--- config.mk ---
export PLATFORM = sky130hd
export DESIGN_NAME = ex_stage
export DESIGN_NICKNAME = d
export VERILOG_FILES = /design/src/rtl/ex_stage.sv
export SDC_FILE = /design/constraint.sdc
export NUM_CORES = 1
export LEC_CHECK = 0
export ABC_AREA = 1
export BUFFER_PORTS_ARGS = -buffer_cell sky130_fd_sc_hd__buf_2
export CORE_ASPECT_RATIO = 1.5
export CORE_UTILIZATION = 30
export CTS_CLUSTER_SIZE = 10
export DETAILED_ROUTE_END_ITERATION = 8
export PLACE_DENSITY_LB_ADDON = 0.25
export SLEW_MARGIN = 0
export SYNTH_ARGS = -nofsm -noshare
export SYNTH_HDL_FRONTEND = slang
export SYNTH_SLANG_ARGS = --single-unit
--- constraint.sdc ---
create_clock -name clk -period 3.7 [get_ports clk]
set_input_delay 0.37 -clock clk [delete_from_list [all_inputs] [get_ports clk]]
set_output_delay 0.37 -clock clk [all_outputs]
set_load 0.1 [all_outputs]
--- src/rtl/ex_stage.sv ---
// Execute stage: operand forwarding, ALU, branch resolution and an iterative
// shift-add multiplier that stalls upstream, feeding the EX/MEM register.
module ex_stage #(
    parameter int unsigned MUL_CYCLES = 32
) (
    input  logic        clk,
    input  logic        reset,
    input  logic        Branch_i,
    input  logic        ALUSrc1_i,
    input  logic        ALUSrc2_i,
    input  logic        RegWr_i,
    input  logic        MemRead_i,
    input  logic        MemWr_i,
    input  logic        loadbyte_i,
    input  logic [1:0]  RegDst_i,
    input  logic [4:0]  ALUOp_i,
    input  logic [1:0]  MemtoReg_i,
    input  logic [31:0] PC_i,
    input  logic [4:0]  shamt_i,
    input  logic [4:0]  rs_i,
    input  logic [4:0]  rt_i,
    input  logic [4:0]  rd_i,
    input  logic [31:0] reg1_i,
    input  logic [31:0] reg2_i,
    input  logic [31:0] extimm_i,
    input  logic        wb_RegWr_i,
    input  logic [4:0]  wb_wa_i,
    input  logic [31:0] wb_data_i,
    output logic        stall_o,
    output logic        br_taken_o,
    output logic [31:0] br_target_o,
    output logic        RegWr_o,
    output logic        MemRead_o,
    output logic        MemWr_o,
    output logic        loadbyte_o,
    output logic [1:0]  MemtoReg_o,
    output logic [4:0]  wa_o,
    output logic [31:0] alu_o,
    output logic [31:0] sdata_o,
    output logic [31:0] PC4_o
);

    localparam int unsigned CNT_W  = 6;
    localparam logic [4:0]  OP_SUB = 5'd1;
    localparam logic [4:0]  OP_MUL = 5'd12;
    localparam logic [4:0]  OP_BNE = 5'd13;

    typedef enum logic [1:0] {S_IDLE, S_BUSY, S_DONE} state_e;

    state_e             state_q;
    logic [CNT_W-1:0]   cnt_q;
    logic [31:0]        mcand_q;
    logic [31:0]        mplier_q;
    logic [31:0]        acc_q;

    logic [31:0]        fwd_a;
    logic [31:0]        fwd_b;
    logic [31:0]        op_a;
    logic [31:0]        op_b;
    logic [31:0]        alu_res;
    logic [4:0]         wa_sel;
    logic [31:0]        pc4;

    // Operand forwarding: EX/MEM wins over MEM/WB, register 0 is never forwarded
    always_comb begin
        fwd_a = reg1_i;
        if (RegWr_o && (wa_o != 5'd0) && (wa_o == rs_i))
            fwd_a = alu_o;
        else if (wb_RegWr_i && (wb_wa_i != 5'd0) && (wb_wa_i == rs_i))
            fwd_a = wb_data_i;

        fwd_b = reg2_i;
        if (RegWr_o && (wa_o != 5'd0) && (wa_o == rt_i))
            fwd_b = alu_o;
        else if (wb_RegWr_i && (wb_wa_i != 5'd0) && (wb_wa_i == rt_i))
            fwd_b = wb_data_i;
    end

    assign op_a = ALUSrc1_i ? {27'b0, shamt_i} : fwd_a;
    assign op_b = ALUSrc2_i ? extimm_i : fwd_b;
    assign pc4  = PC_i + 32'd4;

    // Single-cycle ALU; MUL is handled by the iterative datapath below
    always_comb begin
        alu_res = 32'd0;
        case (ALUOp_i)
            5'd0:    alu_res = op_a + op_b;
            5'd1:    alu_res = op_a - op_b;
            5'd2:    alu_res = op_a & op_b;
            5'd3:    alu_res = op_a | op_b;
            5'd4:    alu_res = op_a ^ op_b;
            5'd5:    alu_res = ~(op_a | op_b);
            5'd6:    alu_res = {31'b0, $signed(op_a) < $signed(op_b)};
            5'd7:    alu_res = {31'b0, op_a < op_b};
            5'd8:    alu_res = op_b << op_a[4:0];
            5'd9:    alu_res = op_b >> op_a[4:0];
            5'd10:   alu_res = 32'($signed(op_b) >>> op_a[4:0]);
            5'd11:   alu_res = op_b << 16;
            OP_BNE:  alu_res = {31'b0, op_a != op_b};
            default: alu_res = 32'd0;
        endcase
    end

    // Destination register select
    always_comb begin
        case (RegDst_i)
            2'd0:    wa_sel = rt_i;
            2'd1:    wa_sel = rd_i;
            default: wa_sel = 5'd31;
        endcase
    end

    // Stall while a multiply is being started or iterated; released in reset
    assign stall_o = reset & (((state_q == S_IDLE) && (ALUOp_i == OP_MUL)) ||
                              (state_q == S_BUSY));

    // Branch resolution from forwarded operands, suppressed during a stall
    assign br_target_o = pc4 + {extimm_i[29:0], 2'b00};
    assign br_taken_o  = Branch_i & ~stall_o &
                         (((ALUOp_i == OP_SUB) && (fwd_a == fwd_b)) ||
                          ((ALUOp_i == OP_BNE) && (fwd_a != fwd_b)));

    // Multiply FSM, shift-add datapath and EX/MEM register
    always_ff @(posedge clk or negedge reset) begin
        if (!reset) begin
            state_q    <= S_IDLE;
            cnt_q      <= '0;
            mcand_q    <= '0;
            mplier_q   <= '0;
            acc_q      <= '0;
            RegWr_o    <= 1'b0;
            MemRead_o  <= 1'b0;
            MemWr_o    <= 1'b0;
            loadbyte_o <= 1'b0;
            MemtoReg_o <= 2'd0;
            wa_o       <= 5'd0;
            alu_o      <= 32'd0;
            sdata_o    <= 32'd0;
            PC4_o      <= 32'd0;
        end else begin
            case (state_q)
                S_IDLE: begin
                    if (ALUOp_i == OP_MUL) begin
                        mcand_q    <= op_a;
                        mplier_q   <= op_b;
                        acc_q      <= '0;
                        cnt_q      <= '0;
                        RegWr_o    <= 1'b0;
                        MemRead_o  <= 1'b0;
                        MemWr_o    <= 1'b0;
                        loadbyte_o <= 1'b0;
                        MemtoReg_o <= 2'd0;
                        wa_o       <= 5'd0;
                        alu_o      <= 32'd0;
                        sdata_o    <= 32'd0;
                        PC4_o      <= 32'd0;
                        state_q    <= S_BUSY;
                    end else begin
                        RegWr_o    <= RegWr_i;
                        MemRead_o  <= MemRead_i;
                        MemWr_o    <= MemWr_i;
                        loadbyte_o <= loadbyte_i;
                        MemtoReg_o <= MemtoReg_i;
                        wa_o       <= wa_sel;
                        alu_o      <= alu_res;
                        sdata_o    <= fwd_b;
                        PC4_o      <= pc4;
                    end
                end
                S_BUSY: begin
                    if (mplier_q[0])
                        acc_q <= acc_q + mcand_q;
                    mcand_q  <= mcand_q << 1;
                    mplier_q <= mplier_q >> 1;
                    cnt_q    <= cnt_q + CNT_W'(1);
                    if (cnt_q == CNT_W'(MUL_CYCLES - 1))
                        state_q <= S_DONE;
                end
                S_DONE: begin
                    RegWr_o    <= RegWr_i;
                    MemRead_o  <= MemRead_i;
                    MemWr_o    <= MemWr_i;
                    loadbyte_o <= loadbyte_i;
                    MemtoReg_o <= MemtoReg_i;
                    wa_o       <= wa_sel;
                    alu_o      <= acc_q;
                    sdata_o    <= fwd_b;
                    PC4_o      <= pc4;
                    state_q    <= S_IDLE;
                end
                default: state_q <= S_IDLE;
            endcase
        end
    end

endmodule

; ---- Yosys cells after proc, flatten, opt, wreduce, memory -nomap -nowiden
; Cells that the tools add are included.
[totals]
reg_bits = 211
inputBits = 204
wordCells = 119
out_inout_bits = 141
[op_classes]
eq_ne = 27
bitwise = 8
n_addsub = 6
muxes = 38
shifts = 3
n_lt_le_gt_ge = 2
reduce_logical = 21
[ops]
columns = op, n
row1 = $mux W32, 13
row2 = $pmux W32 S13, 1
row3 = $pmux W32 S2, 6
row4 = $add A32 B32 Y32, 3
row5 = $lt A32 B32 Y1, 2
row6 = $ne A32 B32 Y1, 2
row7 = $add A32 B3 Y32 const B, 1
row8 = $and A32 B32 Y32, 1
row9 = $eq A32 B32 Y1, 1
row10 = $not A32 Y32, 1
row11 = $or A32 B32 Y32, 1
row12 = $shl A32 B5 Y32, 1
row13 = $shr A32 B5 Y32, 1
row14 = $sshr A32 B5 Y32, 1
row15 = $sub A32 B32 Y32, 1
row16 = $xor A32 B32 Y32, 1
row17 = $eq A5 B4 Y1 const B, 6
row18 = $eq A5 B3 Y1 const B, 4
row19 = $eq A5 B5 Y1, 4
row20 = $pmux W5 S2, 2
row21 = $pmux W6 S2, 1
row22 = $eq A5 B2 Y1 const B, 2
row23 = $reduce_bool A5 Y1, 2
row24 = $logic_and A1 B1 Y1, 9
row25 = 21 further kinds, 38

; ---- Logic depth before layout (Yosys ltp)
[depth]
word_depth = 11
depth_mapped = 34
ltp_nobuf = 31

; ---- Least setup slack after synthesis
; OpenSTA, ideal clock, no wires.
[synth_timing]
path_kind = input -> output
startpoint = in PC_i[6]
endpoint = out br_target_o[28]
t_required_ps = 3330
arrival_ps = 4428
path_buffers = 0
cell_stages = 22
setup_slack_ps = -1098
path_cell_list = inv_1 -> nor3_2 -> nand2_1 -> nor2_2 -> nand3_1 -> nor2_2 -> nand3_1 -> nor2_2 -> nand4_1 -> nor2_1 -> inv_1 -> nand2_1 -> inv_1 -> ha_1 -> a21oi_1 -> inv_1 -> a31oi_1 -> a21boi_0 -> o21ai_1 -> a21boi_0 -> o21ai_1 -> xor2_1
[synth_via]
elab_chain_cells = 2
[synth_lines]
columns = element, line_no
row1 = "start, declared", 18  ; input logic [31:0] PC_i,
row2 = $add A32 B3 Y32, 81  ; assign pc4 = PC_i + 32'd4;
row3 = $add A32 B32 Y32, 118  ; assign br_target_o = pc4 + {extimm_i[29:0], 2'b00};
row4 = "end, declared", 31  ; output logic [31:0] br_target_o,
; Every way passes these cells.

; ---- Worst setup path in the final report
[layout_timing]
startpoint = reg wa_o[2]
endpoint = reg alu_o[19]
[layout_via]
elab_chain_cells = 10
elab_cells_between_ends = 22
classes_between = add/sub: 2 / eq/ne: 2 / shift: 3 / mux: 7 / bitwise: 4 / reduce/logical: 4
[layout_lines]
columns = element, line_no
row1 = "start, declared", 37  ; output logic [4:0] wa_o,
row2 = "start signal, assigned", 164  ; wa_o <= wa_sel;
row3 = "start signal, assigned", 185  ; wa_o <= wa_sel;
row4 = "parallel branches: the longest is 7 deep, another holds $sub A32 B32 Y32", -
row5 = $pmux W32 S13 (*), 86  ; case (ALUOp_i)
row6 = $mux W32 (*), 143  ; if (ALUOp_i == OP_MUL) begin
row7 = $pmux W32 S2 (*), 141  ; case (state_q)
row8 = "end signal, assigned", 165  ; alu_o <= alu_res;
row9 = "end signal, assigned", 186  ; alu_o <= acc_q;
row10 = "end, declared", 38  ; output logic [31:0] alu_o,
; Every way passes the cells marked *.
; A chain may end at the register's enable or synchronous reset.

==> impl_results.md <==
- CP peak stage delay: 0.49 ns
- Detail Route Antenna Nets: 0
- Yosys Warn Count: 0
- Detailed placement HPWL: 129,800 um
- CP dominant cell by count: nand2_1
- Final hold slack: 0.01354 ns
- Arrival @ worst endpoint: 4.82 ns
- Clock buffer depth: 3
- TritonRoute pass-1 iters: 8
- Outcome: finished with violations
- Area of the multi-input gates: 0.01970 mm2
- Core Util, Final: 48.28%
- Num rows: 128
- Top achievable clock speed: 229.5 MHz
- Slew margin rel.: 47.40%
- CTS H-tree depth: 1
- WS Path Type: reg2reg
- Worst min path class: in2reg
- RSZ-0062 raised after global routing: true
- IO buf count: 344
- Max-cap check violation count: 0
- Final setup margin: -0.6573 ns
- Via density: 5.389
- Yosys top cell area share: 21.30%
- Global route overflow: 0
- Critical Path RT: 4.16 ns
- Via count: 33,620
- Die area: 0.08382 mm2
- Synth Register Bits: 211
- CTS tree: yes
- Pins Over Slew Limit: 0
- Top_reg_cell synth: dfrtp_1
- Seq/Total Area, Yosys: 21.30%
- All-Layer GR Usage: 36.46%
- Placer Congestion: 1.063
- Worst-Skew Late Latency: 0.60 ns
- Drt wl/cell: 25.21 um
- Worst Path Max Fanout: 12
- PD cells: 377.8 mW/mm2
- Critical Path Sink Type: flip-flop
- Final-report hold violation count: 0
- Initial Utilization: 30.42%
- Pin count of the biggest net entering global routing: 117
- Cells after Synth: 3,989
- Area growth syn-to-layout: 58.73%
- R2R Setup Slk: -0.66 ns
- Core area: 0.08152 mm2
- Async set-reset flop share out of synthesis: 100.0%
- Final Cycle Share: 117.8%
- FF/Latch Area: 0.005304 mm2
- Vias in the first global route: 33,590
- CP startpoint kind: flip-flop
- Most frequent cells in the layout: 971 x nand2_1, 874 x buf_4, 435 x inv_1
- Top post-synthesis cells by area: dfrtp_1 21%, nand2_1 16%, nand3_1 9.4%
- Mapped Area: 0.02479 mm2
- Clock skew: 0.03341 ns
- Slowest stage cell, crit path: dfrtp_4
- Initial antenna violation count: 22
- DIE WIDTH: 236.7 um
- Worst Tran Pin Value: 0.7860 ns
- I/O Pins: 345
- Clock root cell: clkbuf_16
- Total CTS buffers: 27
- CTS clock-pin slew for the worst setup and hold paths: 0.06 ns
- Die H: 354.1 um
- Clk sinks: 211
- Commonest non-fill, non-tap cell in the layout: nand2_1
- Minimum clock period: 4.357 ns
- Failing checks: setup timing
- Post-synthesis average cell area: 6.216 um2
- Final Instance Area: 0.03936 mm2
- Placed Area: 0.03480 mm2
- Net count, final: 5,540
- DR DRC count: 0
- Cell taking the most area after synthesis: dfrtp_1
- Leakage: 19.91 nW
- Fill cells: 8,384
- Post-Route WL: 157,300 um
- Max VDD drop: 467.8 uV
- Global-route wire length before repair: 223,100 um
- Syn_nets: 4,369
- Final setup vio count: 43
- Share of layout cells above drive strength 1: 38.54%
- Post-synth EDFFs: 0
- DR iter-0 viols: 2,695
- Distinct cells, synth: 62
[power by group]
group          internal [W]  leakage, nW  switching, W
Clock               0.00147        0.400       0.00114
Combinational       0.00313         16.8       0.00605
Sequential          0.00273         2.73      0.000348
[kinds of logic after synthesis]
kind of cell	after synthesis	synth area share (%)
XOR/XNOR	102	3.603
buffers and inverters	691	11.44
flip-flops	211	21.30
AND/OR/NAND/NOR	2012	35.30
adder cells (fa/ha/maj)	176	9.003
AO/OA/AOI/OAI	797	19.36
[sequential cells by signal (all words and copies together) (netlist names), 2 cells and up]
register    cells
alu_o          32
mplier_q       32
MemtoReg_o      2
acc_q          32
PC4_o          32
wa_o            5
cnt_q           6
mcand_q        32
sdata_o        32
state_q         2
[metal layers]
metal / vias up / GRT usage, % / share of wire [%]
li1: 15630 / - / -
met1: 16030 / 39.56 / 36
met2: 1429 / 62.13 / 48
met3: 526 / 4.938 / 5.7
met4: 4 / 32.40 / 11
met5: - / 0 / 0.016
[metrics by stage]
| step | power, W | setup WS, ns | cells | TNS [ns] |
|---|---|---|---|---|
| 6_report | 0.01487 | -0.6573 | 6238 | -15.75 |
| 5_1_grt | 0.01549 | -0.8462 | 6232 | -24.53 |
| 4_1_cts | 0.01450 | -0.5800 | 6180 | -12.63 |
| 3_5_place_dp | 0.01139 | -1.279 | 6063 | -29.13 |
| 3_3_place_gp | 0.01137 | -1.302 | 6063 | -28.84 |
| 2_1_floorplan | 0.007882 | -0.5076 | 3989 | -4.965 |
[critical path, delay by kind of cell (launching register included)]
kind,cells,cell delay (ns)
AND/OR/NAND/NOR,14,1.67
flip-flops,1,0.49
AO/OA/AOI/OAI,5,0.74
buffers and inverters,7,0.95
adder cells (fa/ha/maj),1,0.19
XOR/XNOR,1,0.14
[cells in the mapped netlist (52+ instances only)]
cell type / number
nand3_1: 465
clkbuf_1: 92
nand2_1: 1075
o21ai_0: 256
buf_2: 52
xor2_1: 77
a21oi_1: 222
nor2_1: 267
dfrtp_1: 211
o211ai_1: 69
inv_1: 486
ha_1: 172
[final timing paths]
check | start | endpoint | cells after the start
setup reg to reg | wa_o[2] | alu_o[19] | 28
max in group asynchronous | reset | state_q[0] | 3
hold reg to reg | PC4_o[6] | PC4_o[6] | 2
hold / removal | PC_i[1] | PC4_o[1] | 2
setup / recovery | wa_o[2] | alu_o[19] | 28
min in group asynchronous | reset | sdata_o[14] | 2
[final cells by class]
cell class | count | area share, %
multi-input cells | 3088 | 50.05
diodes | 24 | 0.1526
inverters | 506 | 4.896
well taps | 1040 | 3.306
flip-flops and latches | 211 | 13.48
repair buffers | 1326 | 26.07
clock inverters | 5 | 0.1272
clock buffers | 38 | 1.923
[repair_timing]
action	in CTS	in global routing
pin swaps	146	161
buffers inserted	79	43
cloned	2	1
setup endpoints to repair	46	50
hold buffers	7	0
gates resized for setup	430	248
endpoints found under the hold margin	52	0
No activity file was read; power rests on OpenSTA's default activity.
